$ cat src/rtl/qspi_rle_fetch_if.sv
// Bus bundle for qspi_rle_fetch: QSPI flash pins plus the word stream.
// master = fetch engine side, slave = flash/consumer side.
interface qspi_rle_fetch_if;
    logic        spi_clk_out;
    logic        spi_cs_n;
    logic [3:0]  spi_d_out;
    logic [3:0]  spi_d_oe;
    logic [3:0]  spi_d_in;
    logic        read_next;
    logic        stop_data;
    logic        data_ready;
    logic [15:0] data;

    modport master (
        output spi_clk_out, spi_cs_n, spi_d_out, spi_d_oe,
        output data_ready, data,
        input  spi_d_in, read_next, stop_data
    );

    modport slave (
        input  spi_clk_out, spi_cs_n, spi_d_out, spi_d_oe,
        input  data_ready, data,
        output spi_d_in, read_next, stop_data
    );
endinterface

$ cat src/rtl/qspi_rle_fetch.sv
// QSPI quad-IO (0xEB) stream fetcher feeding a 2-word FIFO.
// Ports: clk, rstn (sync, active-low), bus (qspi_rle_fetch_if.master):
//   spi_clk_out/spi_cs_n/spi_d_out/spi_d_oe/spi_d_in to flash,
//   read_next/stop_data in, data_ready/data (FIFO head) out.
// Option: RLE_FETCH_CONTINUE_EN -> restart at the consumed address
//   instead of BASE_ADDR.
module qspi_rle_fetch #(
    parameter logic [23:0] BASE_ADDR = 24'h000000
) (
    input  logic             clk,
    input  logic             rstn,
    qspi_rle_fetch_if.master bus
);
    typedef enum logic [2:0] {
        S_IDLE, S_CMD, S_ADDR, S_MODE, S_DUMMY, S_DATA
    } state_t;

    localparam logic [7:0] CMD_BYTE = 8'hEB;

    state_t      state_q, state_d;
    state_t      after_state;
    logic        phase_q, phase_d;
    logic [2:0]  cnt_q, cnt_d;
    logic [2:0]  last_cnt;
    logic        idle_done_q, idle_done_d;
    logic [11:0] shift_q, shift_d;
    logic [15:0] mem_q [2];
    logic [15:0] mem_d [2];
    logic        rd_ptr_q, rd_ptr_d;
    logic [1:0]  count_q, count_d;
    logic [23:0] start_addr;
    logic [3:0]  addr_nib;
    logic [15:0] word;
    logic        stall, push, pop;

    // Hold SCK low before a word's first period while no slot is free.
    assign stall = (state_q == S_DATA) && !phase_q &&
                   (cnt_q == 3'd0) && (count_q == 2'd2);
    assign push  = (state_q == S_DATA) && phase_q &&
                   (cnt_q == 3'd3) && !bus.stop_data;
    assign pop   = bus.read_next && (count_q != 2'd0) &&
                   !bus.stop_data;
    assign word  = {shift_q, bus.spi_d_in};

`ifdef RLE_FETCH_CONTINUE_EN
    logic [23:0] consumed_q, consumed_d;

    always_comb begin
        consumed_d = consumed_q;
        if (pop) consumed_d = consumed_q + 24'd2;
    end

    always_ff @(posedge clk) begin
        if (!rstn) consumed_q <= BASE_ADDR;
        else       consumed_q <= consumed_d;
    end

    assign start_addr = consumed_q;
`else
    assign start_addr = BASE_ADDR;
`endif

    // State register
    always_ff @(posedge clk) begin
        if (!rstn) begin
            state_q     <= S_IDLE;
            phase_q     <= 1'b0;
            cnt_q       <= 3'd0;
            // The reset cycle counts as the first IDLE clock.
            idle_done_q <= 1'b1;
            shift_q     <= '0;
            mem_q[0]    <= '0;
            mem_q[1]    <= '0;
            rd_ptr_q    <= 1'b0;
            count_q     <= 2'd0;
        end else begin
            state_q     <= state_d;
            phase_q     <= phase_d;
            cnt_q       <= cnt_d;
            idle_done_q <= idle_done_d;
            shift_q     <= shift_d;
            mem_q       <= mem_d;
            rd_ptr_q    <= rd_ptr_d;
            count_q     <= count_d;
        end
    end

    // Period count and successor of each active state
    always_comb begin
        last_cnt    = 3'd0;
        after_state = S_IDLE;
        unique case (state_q)
            S_CMD:   begin last_cnt = 3'd7; after_state = S_ADDR;  end
            S_ADDR:  begin last_cnt = 3'd5; after_state = S_MODE;  end
            S_MODE:  begin last_cnt = 3'd1; after_state = S_DUMMY; end
            S_DUMMY: begin last_cnt = 3'd3; after_state = S_DATA;  end
            S_DATA:  begin last_cnt = 3'd3; after_state = S_DATA;  end
            default: begin last_cnt = 3'd0; after_state = S_IDLE;  end
        endcase
    end

    // Next-state logic
    always_comb begin
        state_d     = state_q;
        phase_d     = phase_q;
        cnt_d       = cnt_q;
        idle_done_d = idle_done_q;
        shift_d     = shift_q;
        if (state_q == S_IDLE) begin
            phase_d     = 1'b0;
            cnt_d       = 3'd0;
            idle_done_d = 1'b1;
            if (idle_done_q) state_d = S_CMD;
        end else begin
            if (!stall) phase_d = ~phase_q;
            if (phase_q) begin
                cnt_d = cnt_q + 3'd1;
                if (cnt_q == last_cnt) begin
                    cnt_d   = 3'd0;
                    state_d = after_state;
                end
            end
        end
        if (state_q == S_DATA && phase_q)
            shift_d = {shift_q[7:0], bus.spi_d_in};
        if (bus.stop_data) begin
            state_d     = S_IDLE;
            phase_d     = 1'b0;
            cnt_d       = 3'd0;
            idle_done_d = 1'b0;
        end
    end

    // FIFO update; a push only ever lands while count <= 1
    always_comb begin
        mem_d    = mem_q;
        rd_ptr_d = rd_ptr_q;
        count_d  = count_q;
        if (bus.stop_data) begin
            count_d = 2'd0;
        end else begin
            if (push) mem_d[rd_ptr_q ^ count_q[0]] = word;
            if (pop)  rd_ptr_d = ~rd_ptr_q;
            unique case ({push, pop})
                2'b10:   count_d = count_q + 2'd1;
                2'b01:   count_d = count_q - 2'd1;
                default: count_d = count_q;
            endcase
        end
    end

    always_comb begin
        unique case (cnt_q)
            3'd0:    addr_nib = start_addr[23:20];
            3'd1:    addr_nib = start_addr[19:16];
            3'd2:    addr_nib = start_addr[15:12];
            3'd3:    addr_nib = start_addr[11:8];
            3'd4:    addr_nib = start_addr[7:4];
            3'd5:    addr_nib = start_addr[3:0];
            default: addr_nib = 4'h0;
        endcase
    end

    // Output logic
    always_comb begin
        bus.spi_cs_n    = 1'b1;
        bus.spi_clk_out = 1'b0;
        bus.spi_d_out   = 4'h0;
        bus.spi_d_oe    = 4'h0;
        if (state_q != S_IDLE) begin
            bus.spi_cs_n    = 1'b0;
            bus.spi_clk_out = phase_q;
        end
        unique case (state_q)
            S_CMD: begin
                bus.spi_d_out = {3'b000, CMD_BYTE[~cnt_q]};
                bus.spi_d_oe  = 4'b0001;
            end
            S_ADDR: begin
                bus.spi_d_out = addr_nib;
                bus.spi_d_oe  = 4'b1111;
            end
            S_MODE: begin
                bus.spi_d_oe  = 4'b1111;
            end
            default: begin
                bus.spi_d_out = 4'h0;
                bus.spi_d_oe  = 4'h0;
            end
        endcase
    end

    assign bus.data_ready = (count_q != 2'd0);
    assign bus.data       = mem_q[rd_ptr_q];
endmodule

$ cat src/flat_wrapper.sv
// flat-port wrapper written by rule: the top's interface ports become plain ports
module qspi_rle_fetch_flat 
#(
    parameter logic [23:0] BASE_ADDR = 24'h000000
)
  (clk, rstn, bus_spi_clk_out, bus_spi_cs_n, bus_spi_d_out, bus_spi_d_oe, bus_data_ready, bus_data, bus_spi_d_in, bus_read_next, bus_stop_data);
  qspi_rle_fetch_if bus_i ();
  input  logic clk;
  input  logic rstn;
  output wire logic [$bits(bus_i.spi_clk_out)-1:0] bus_spi_clk_out;
  output wire logic [$bits(bus_i.spi_cs_n)-1:0] bus_spi_cs_n;
  output wire logic [$bits(bus_i.spi_d_out)-1:0] bus_spi_d_out;
  output wire logic [$bits(bus_i.spi_d_oe)-1:0] bus_spi_d_oe;
  output wire logic [$bits(bus_i.data_ready)-1:0] bus_data_ready;
  output wire logic [$bits(bus_i.data)-1:0] bus_data;
  input wire logic [$bits(bus_i.spi_d_in)-1:0] bus_spi_d_in;
  input wire logic [$bits(bus_i.read_next)-1:0] bus_read_next;
  input wire logic [$bits(bus_i.stop_data)-1:0] bus_stop_data;
  assign bus_spi_clk_out = bus_i.spi_clk_out;
  assign bus_spi_cs_n = bus_i.spi_cs_n;
  assign bus_spi_d_out = bus_i.spi_d_out;
  assign bus_spi_d_oe = bus_i.spi_d_oe;
  assign bus_data_ready = bus_i.data_ready;
  assign bus_data = bus_i.data;
  assign bus_i.spi_d_in = bus_spi_d_in;
  assign bus_i.read_next = bus_read_next;
  assign bus_i.stop_data = bus_stop_data;
  qspi_rle_fetch #(.BASE_ADDR(BASE_ADDR)) u_core (.clk(clk), .rstn(rstn), .bus(bus_i));
endmodule
$ cat config.mk
export PLATFORM = sky130hd
export DESIGN_NAME = qspi_rle_fetch_flat
export DESIGN_NICKNAME = d
export VERILOG_FILES = /design/src/rtl/qspi_rle_fetch_if.sv /design/src/rtl/qspi_rle_fetch.sv /design/src/flat_wrapper.sv
export SDC_FILE = /design/constraint.sdc
export NUM_CORES = 1
export LEC_CHECK = 0
export ABC_AREA = 1
export CAP_MARGIN = 20
export CORE_MARGIN = 10
export CORE_UTILIZATION = 60
export DETAILED_ROUTE_END_ITERATION = 10
export DONT_BUFFER_PORTS = 1
export PLACE_DENSITY = 0.76
export SLEW_MARGIN = 20
export SYNTH_ARGS = -nofsm -noshare
export SYNTH_HDL_FRONTEND = slang
export SYNTH_SLANG_ARGS = --single-unit
$ cat constraint.sdc
create_clock -name clk -period 2.5 [get_ports clk]
set_clock_uncertainty 0.1 [all_clocks]
set_input_delay 0.375 -clock clk [delete_from_list [all_inputs] [get_ports clk]]
set_output_delay 0.375 -clock clk [all_outputs]
set_load 0.02 [all_outputs]
==> impl_metrics.json <==
{
  "clk_latency_ps": 310,
  "min_from": "rstn",
  "dieArea_um2": 7210,
  "synth_warnings": 0,
  "r2r_cells": 9,
  "reg2reg_to": "u_core.count_q[1]$_SDFFE_PP0P_",
  "yosysSeqAreaShare": 0.435,
  "worst_hold_path.endpoint": "u_core.idle_done_q$_SDFFE_PN1P_",
  "cts_hold_buf": 0,
  "core_area_um2": 4030,
  "syn_area_um2": 2530,
  "cts_buffer_depth": 2,
  "grt_pass1_wl_mm": 9.18,
  "fin_nets": 359,
  "ir_drop_uv": 392,
  "postSynthCellCount": 352,
  "cts_buffers": 5,
  "num_vias": 2114,
  "worst_slack_ps": 466,
  "yosys.cell_types.count": 30,
  "status": "completed",
  "areaGrowthSynthToFinish_pct": 2.87,
  "cp-end-kind": "output port",
  "multi_input_area_um2": 1240,
  "rows": 23,
  "cts-resized-gates": 0,
  "cp.arrival_ps": 1560,
  "postCtsSetupRepairBufs": 0,
  "via_per_inst": 5.32,
  "maxSlewHeadroom": 0.629,
  "htree_levels": 2,
  "grt_max_degree": 36,
  "hpwlAfterDp_mm": 3.78,
  "timing.fmax_ghz": 0.492,
  "startpoint": "u_core.rd_ptr_q$_SDFFE_PN0P_",
  "synth_ff_type": "dfxtp_1",
  "groute.usage.overall": 0.152,
  "start_util": 0.628,
  "hold_violations": 0,
  "fin_tns_setup_ps": 0,
  "hold_path_class": "input pin to register",
  "synth_enable_flop_cells": 0,
  "initialDrtViolationCount": 123,
  "min_path_cells": 1,
  "path_clk_slew_ps": 90,
  "gr-total-overflow": 0,
  "period_needed_ps": 2030,
  "drive_above_1_share": 0.101,
  "die_w_um": 84.9,
  "seqCellArea_um2": 1100,
  "syn_area_per_cell_um2": 7.18,
  "n_fill_cell": 390,
  "detail-route-antenna-nets": 0,
  "pin_count": 35,
  "grt_pass1_vias": 1902,
  "rsz0062_at_grt": "false",
  "crit_path_start_kind": "register",
  "gp_congestion": 0.901,
  "tightest_slew_ps": 555,
  "wl_mm": 5.39,
  "cap_violations": 0,
  "synth_top_cell_area_share": 0.435,
  "cts.sinks": 55,
  "ys_seq_elements": 55,
  "cts_tree": "yes",
  "setup_violations": 0,
  "synth_top_area_cell": "dfxtp_1",
  "maxSlewViolCount": 0,
  "r2r_slack_ps": 530,
  "die_y_um": 84.9,
  "drt_pass1_iterations": 4,
  "antenna_found_initial": 0,
  "synth_commonest_cells": "nand2_1 (84), nor2_1 (67), dfxtp_1 (55)",
  "power.density_nw_per_um2": 595,
  "wl_per_cell_um": 13.6,
  "cp_max_fo": 18,
  "min_period_over_period": 0.814,
  "drc": 0,
  "antenna_cells": 0,
  "crit_type": "register to output port",
  "pre_cts_slack_ps": 554,
  "cp.required_ps": 2030,
  "power.leakage_uw": 0.00124,
  "ys_async_sr_fraction": 0,
  "synth_area_leaders": "dfxtp_1 (44%), nand2_1 (12%), nor2_1 (9.9%), o21ai_0 (5.1%), a21oi_1 (4.0%)",
  "port_buffers": 0,
  "cts-root-buf": "clkbuf_8",
  "r2r_start": "u_core.state_q[1]$_SDFFE_PP0P_",
  "synth_most_common_cell": "nand2_1"
}
where the power goes:
group          internal, uW  switching, uW  total [uW]  leakage [uW]
combinational          43.9            109         153      0.000755
clock                   202            293         495     0.0000418
sequential              887           13.0         900      0.000444
total                  1130            415        1550       0.00124
placed cells by master (no fill, tap or decap), types with 3 or more instances in the layout:
master,count
nand2_1,84
nor2_1,67
dfxtp_1,55
o21ai_0,26
nand3_1,20
a21oi_1,20
inv_1,13
nor2_2,11
o21ai_1,11
inv_2,5
ha_1,5
clkbuf_8,5
buf_4,5
conb_1,3
stage by stage:
stage	cells	utilization	hold slack, ps	total power, uW	instance area, um^2
after floorplan	354	-	343	1060	2540
after detailed placement	389	0.624	352	1070	2510
after global placement	389	0.624	350	1070	2510
after global routing	397	0.646	25.0	1610	2600
after CTS	397	0.646	26.8	1560	2600
final	397	0.646	31.8	1550	2600
logic make-up after synthesis:
group | after synthesis | share of synthesized area
compound gates | 61 | 0.124
xor+xnor | 2 | 0.00990
fa+ha+maj | 5 | 0.0247
buf+inv | 39 | 0.0772
flops | 55 | 0.435
other cells | 1 | 0.00148
simple gates | 189 | 0.327
final cells by class:
| cell class | instances | share of cell area |
|---|---|---|
| multi-input combinational | 260 | 0.477 |
| tap | 50 | 0.0241 |
| inverter | 19 | 0.0274 |
| clock buffer | 6 | 0.0279 |
| sequential | 55 | 0.423 |
| timing repair buffer | 5 | 0.0144 |
| clock inverter | 2 | 0.00625 |
how the worst max path moves through the flow:
stage	to	slack, ps	depth (start not counted)
after detailed placement	u_core.count_q[1]$_SDFFE_PP0P_	550	9
final	bus_data[9]	470	3
after global placement	u_core.count_q[1]$_SDFFE_PP0P_	630	9
after global routing	bus_data[5]	310	3
after floorplan	u_core.count_q[1]$_SDFFE_PP0P_	710	8
after CTS	bus_data[9]	390	3
worst max-delay path: stages, from the launching register on:
cell	delay, ps
dfxtp_1	420
clkinv_1	460
nand2_1	190
nand2_1	170
per-layer routing:
layer / share of wire / vias up / track usage
met5: 0 / - / 0
met4: 0.012 / 0 / 0.0584
li1: - / 1106 / -
met3: 0.069 / 6 / 0.0411
met2: 0.45 / 44 / 0.234
met1: 0.47 / 958 / 0.196
state kept, by name (all words and copies together) (netlist names):
register	cells
u_core.state_q	3
u_core.rd_ptr_q	1
u_core.mem_q	32
u_core.cnt_q	3
u_core.shift_q	12
u_core.count_q	2
u_core.phase_q	1
u_core.idle_done_q	1
Power figures use the tool's default switching activity.
